`config.mk`:
```
export PLATFORM = sky130hd
export DESIGN_NAME = gate_identifier
export DESIGN_NICKNAME = d
export VERILOG_FILES = /design/src/rtl/gate_id_pkg.sv /design/src/rtl/tt_decode.sv /design/src/rtl/gate_identifier.sv
export SDC_FILE = /design/constraint.sdc
export NUM_CORES = 1
export LEC_CHECK = 0
export ABC_AREA = 0
export CORE_ASPECT_RATIO = 1.4
export CORE_UTILIZATION = 54
export CTS_CLUSTER_DIAMETER = 60
export DETAILED_ROUTE_END_ITERATION = 6
export PLACE_DENSITY = 0.83
export SYNTH_ARGS = -nofsm -noshare
export SYNTH_HDL_FRONTEND = slang
export SYNTH_SLANG_ARGS = --single-unit
```
`constraint.sdc`:
```
create_clock -name clk -period 2.1 [get_ports clk]
set_input_delay 0.21 -clock clk [delete_from_list [all_inputs] [get_ports clk]]
set_output_delay 0.21 -clock clk [all_outputs]
set_load 0.02 [all_outputs]
```
`src/rtl/gate_id_pkg.sv`:
```
// gate_id_pkg: definitions shared by the gate identifier.
// Contents:
//   state_t      - controller states (IDLE, DRIVE, DECODE)
//   TT_*         - 4-bit truth tables, bit index = {sw1,sw0}
//   CODE_*       - 3-bit function select codes
package gate_id_pkg;

    typedef enum logic [1:0] {
        IDLE   = 2'd0,
        DRIVE  = 2'd1,
        DECODE = 2'd2
    } state_t;

    localparam logic [3:0] TT_NOT  = 4'b0101;
    localparam logic [3:0] TT_BUF  = 4'b1010;
    localparam logic [3:0] TT_XNOR = 4'b1001;
    localparam logic [3:0] TT_XOR  = 4'b0110;
    localparam logic [3:0] TT_OR   = 4'b1110;
    localparam logic [3:0] TT_NOR  = 4'b0001;
    localparam logic [3:0] TT_AND  = 4'b1000;
    localparam logic [3:0] TT_NAND = 4'b0111;

    localparam logic [2:0] CODE_NOT  = 3'd0;
    localparam logic [2:0] CODE_BUF  = 3'd1;
    localparam logic [2:0] CODE_XNOR = 3'd2;
    localparam logic [2:0] CODE_XOR  = 3'd3;
    localparam logic [2:0] CODE_OR   = 3'd4;
    localparam logic [2:0] CODE_NOR  = 3'd5;
    localparam logic [2:0] CODE_AND  = 3'd6;
    localparam logic [2:0] CODE_NAND = 3'd7;

endpackage

```
`src/rtl/tt_decode.sv`:
```
// tt_decode: combinational truth-table to function-code lookup.
// Ports:
//   tt[3:0]    in  - observed truth table, bit index = {sw1,sw0}
//   code[2:0]  out - matching function code (000 when no match)
//   code_valid out - 1 when tt matches one of the eight functions
module tt_decode
    import gate_id_pkg::*;
(
    input  logic [3:0] tt,
    output logic [2:0] code,
    output logic       code_valid
);

    always_comb begin
        code       = '0;
        code_valid = 1'b1;
        case (tt)
            TT_NOT:  code = CODE_NOT;
            TT_BUF:  code = CODE_BUF;
            TT_XNOR: code = CODE_XNOR;
            TT_XOR:  code = CODE_XOR;
            TT_OR:   code = CODE_OR;
            TT_NOR:  code = CODE_NOR;
            TT_AND:  code = CODE_AND;
            TT_NAND: code = CODE_NAND;
            default: begin
                code       = '0;
                code_valid = 1'b0;
            end
        endcase
    end

endmodule

```
`src/rtl/gate_identifier.sv`:
```
// gate_identifier: drives the four input patterns into a 2-input gate under
// test, records its response and identifies the gate function.
// Parameter:
//   SETTLE       - wait cycles per pattern before sampling (0..15)
// Ports:
//   clk, rst     - clock, asynchronous active-high reset
//   start        - begin a run (accepted only when idle)
//   probe_in     - output of the gate under test
//   probe_sw0/1  - stimulus to the gate under test
//   busy         - run in progress
//   done         - one-cycle completion pulse
//   code         - identified function code
//   code_valid   - observed table matched a known function
// Build option:
//   GATE_ID_SYNC_EN - two-flop synchronizer on probe_in, settle >= 2
module gate_identifier
    import gate_id_pkg::*;
#(
    parameter int SETTLE = 3
) (
    input  logic       clk,
    input  logic       rst,
    input  logic       start,
    input  logic       probe_in,
    output logic       probe_sw0,
    output logic       probe_sw1,
    output logic       busy,
    output logic       done,
    output logic [2:0] code,
    output logic       code_valid
);

    logic probe_s;

`ifdef GATE_ID_SYNC_EN
    // Two synchronizer stages need at least two settle cycles to flush.
    localparam int EFF_SETTLE = (SETTLE < 2) ? 2 : SETTLE;

    logic sync1, sync2;

    always_ff @(posedge clk or posedge rst) begin
        if (rst) begin
            sync1 <= 1'b0;
            sync2 <= 1'b0;
        end else begin
            sync1 <= probe_in;
            sync2 <= sync1;
        end
    end

    assign probe_s = sync2;
`else
    localparam int EFF_SETTLE = SETTLE;

    assign probe_s = probe_in;
`endif

    localparam logic [3:0] RELOAD = 4'(EFF_SETTLE);

    state_t     state;
    logic [1:0] pat;
    logic [3:0] cnt;
    logic [3:0] tt;
    logic [2:0] dec_code;
    logic       dec_valid;

    tt_decode u_tt_decode (
        .tt         (tt),
        .code       (dec_code),
        .code_valid (dec_valid)
    );

    always_ff @(posedge clk or posedge rst) begin
        if (rst) begin
            state      <= IDLE;
            pat        <= '0;
            cnt        <= '0;
            tt         <= '0;
            probe_sw0  <= 1'b0;
            probe_sw1  <= 1'b0;
            busy       <= 1'b0;
            done       <= 1'b0;
            code       <= '0;
            code_valid <= 1'b0;
        end else begin
            done <= 1'b0;
            case (state)
                IDLE: begin
                    if (start) begin
                        state                  <= DRIVE;
                        pat                    <= '0;
                        cnt                    <= RELOAD;
                        busy                   <= 1'b1;
                        {probe_sw1, probe_sw0} <= 2'b00;
                    end
                end
                DRIVE: begin
                    // Sample on the last hold cycle, then move to the next
                    // pattern; after pattern 3 the probes return to 00.
                    if (cnt == 4'd0) begin
                        tt[pat] <= probe_s;
                        if (pat == 2'd3) begin
                            state                  <= DECODE;
                            {probe_sw1, probe_sw0} <= 2'b00;
                        end else begin
                            pat                    <= pat + 2'd1;
                            cnt                    <= RELOAD;
                            {probe_sw1, probe_sw0} <= pat + 2'd1;
                        end
                    end else begin
                        cnt <= cnt - 4'd1;
                    end
                end
                DECODE: begin
                    state      <= IDLE;
                    busy       <= 1'b0;
                    code       <= dec_code;
                    code_valid <= dec_valid;
                    done       <= 1'b1;
                end
                default: begin
                    state <= IDLE;
                    busy  <= 1'b0;
                end
            endcase
        end
    end

endmodule

```
==> results.ini <==
[status]
status = complete, no violations

[power_and_ir_drop]
switchingPower_w = 0.000669
seqPwrFrac = 0.418
p_leak_nw = 0.574
irDropWorstVdd_mv = 0.744
switching_share = 0.398
p_total_w = 0.00168
combPwrFrac = 0.476
power_per_cell_area_nw_per_um2 = 1350
power.share.clock = 0.106
internal_power_w = 0.00101

[yosys]
yosysWarnings = 0
yosysSeqAreaShare = 0.455
synth_cells = 103
synthesis.nets = 113
yosys_register_bits = 20
syn_avg_cell_area_um2 = 10.7
synth_cell_types = 38
synthesis.area_um2 = 1100

[critical_path]
critPathMaxStageDelay_ns = 0.40
crit_required_ns = 2.30
crit_family = simple AND/OR/NAND/NOR gates
cp.arrival_ns = 1.92
start_kind = register
path_depth = 5
r2r_cells = 5
path_cells = inv_1 > ha_1 > nor3b_4 > and3_2 > mux2_2
crit_type = reg -> reg
critPathSlowestCell = dfrtp_1
rrSetupSlack_ns = 0.38
rr_startpoint = cnt[1]
reg2reg_to = tt[3]
cp-startpoint = cnt[1]
critPathBufInv = 1
crit_end = tt[3]
end_kind = register
crit_fanout = 8

[timing]
tightest_slew_ns = 0.768
max_slew_margin = 0.487
setup_violations = 0
worst_slack_ns = 0.377
hold_viol = 0
period_needed_ns = 1.72
period_share = 0.820
rsz0062_at_grt = no
max_freq_mhz = 580
slew_viol_final = 0
skew_ns = 0.00239
setup_tns_ns = 0

[layout]
final_cell_mix = 20 x dfrtp_1, 11 x clkdlybuf4s50_1, 9 x inv_1
mostFrequentLayoutCell = dfrtp_1
nets = 127
diodes = 0
drive_gt1_frac = 0.148
design_area_um2 = 1240
syn2layout_area_growth_pct = 13.2

[global_routing]
grt_pass1_wl_mm = 3.14
grt_max_degree = 21
grt_pass1_vias = 761
grtUsageTotal = 0.202
antenna_found_initial = 0
grt-ovfl-total = 0

[placement]
post-place-ws_ns = 0.386
dp_hpwl_mm = 1.33
placed_cell_area_um2 = 1220
routabilityCongestion = 0.883
portBuffers = 11

[drt]
wire_per_inst_um = 13.2
finalWirelength_mm = 1.78
drc = 0
vias = 775
viasPerCell = 5.74
ant_nets = 0
first_pass_iters = 4
drt_first_iter_violations = 19

[cts]
clkLatencyLatePin_ns = 0.30
cts_buffers = 3
cts_setup_buffers = 0
ctsResizeCount = 0
clk_pin_slew_ns = 0.10
cts_sinks = 20
htreeDepth = 1
cts_tree = done
postCtsHoldBufs = 0
clk_path_buf_depth = 2
root_buffer = clkbuf_4

[job]
drv_cap = 0

[die]
die_w_um = 40.1
rows = 18
num_io_pins = 12
fp.dieArea_um2 = 2220
core_um2 = 1850
fp.dieH_um = 55.4
start_util = 0.596

[worst_hold_path]
hold_class = in -> async

-- flip-flops by register name (all words and copies together), names as in the netlist --
signal	count
cnt	4
tt	4
code	3
pat	2
state	2
busy	1
code_valid	1
done	1
probe_sw0	1
probe_sw1	1
-- layer usage --
metal  track usage  vias up  share of wire
li1              -      384              -
met1         0.239      367           0.43
met2         0.318       17           0.50
met3        0.0402        7          0.035
met4         0.113        0          0.031
met5             0        -              0
-- final cells by class --
cell class	instances	area (um2)
fillers	137	602
multi-input cells	71	546
well taps	20	25.0
clock buffers	3	22.5
inverters	9	33.8
repair buffers	12	118
flip-flops and latches	20	500
-- per-stage QoR --
step           instances  hold WS [ns]  utilization
3_3_place_gp         132         0.465        0.662
4_1_cts              135         0.355        0.674
5_1_grt              135         0.445        0.674
2_1_floorplan        103         0.174            -
6_report             135         0.333        0.674
3_5_place_dp         132         0.469        0.662
-- worst min path at each step --
stage	start	endpoint	slack (ns)	cells after the start
floorplan	rst	busy	0.17	1
global placement	code[2]	code[2]	0.46	2
detailed placement	code[1]	code[1]	0.47	2
CTS	rst	code[2]	0.35	2
global route	rst	code[1]	0.44	2
finish	rst	cnt[2]	0.33	2
-- kinds of logic (layout without fill, tap and decap cells) --
family | Yosys count | in the layout | synth area share
AO/OA/AOI/OAI | 20 | 20 | 0.118
adder cells (fa/ha/maj) | 6 | 6 | 0.0683
flip-flops | 20 | 20 | 0.455
AND/OR/NAND/NOR | 35 | 35 | 0.212
XOR/XNOR | 1 | 1 | 0.00797
buffers and inverters | 12 | 24 | 0.0489
multiplexers | 9 | 9 | 0.0899
-- synthesized netlist by cell type, drive strengths merged --
master   instances  area [um2]
a211oi           1        7.51
mux2             4        48.8
nor3b            2        26.3
o31ai            1        7.51
a41oi            1        8.76
and4             1        10.0
a21oi            2        10.0
nor2b            4        32.5
ha               6        75.1
nor3             1        5.00
a31oi            3        18.8
nand3b           3        22.5
buf              1        11.3
nand3            4        32.5
o21bai           3        22.5
and3b            1        10.0
or3b             2        17.5
o2bb2ai          1        8.76
a22o             1        10.0
nand2b           1        6.26
dfrtp           20         500
o21ai            6        30.0
xor2             1        8.76
nand2            7        26.3
mux2i            5        50.1
inv              9        33.8
o22ai            1        6.26
and3             1        7.51
clkbuf           2        8.75
and2             2        13.8
nor2             6        22.5
-- worst reg2reg max path, stage by stage, from the launching register on --
cell	delay (ns)
dfrtp_1	0.40
inv_1	0.12
ha_1	0.16
nor3b_4	0.35
and3_2	0.26
mux2_2	0.32
-- power by group through the flow --
stage               Clock [W]  Combinational, W  Sequential, W
floorplan                   0          0.000583       0.000710
global placement            0          0.000772       0.000700
detailed placement          0          0.000795       0.000711
CTS                  0.000188          0.000803       0.000701
global route         0.000202          0.000898       0.000728
finish               0.000178          0.000800       0.000703
(Power assumes the default switching activity.)
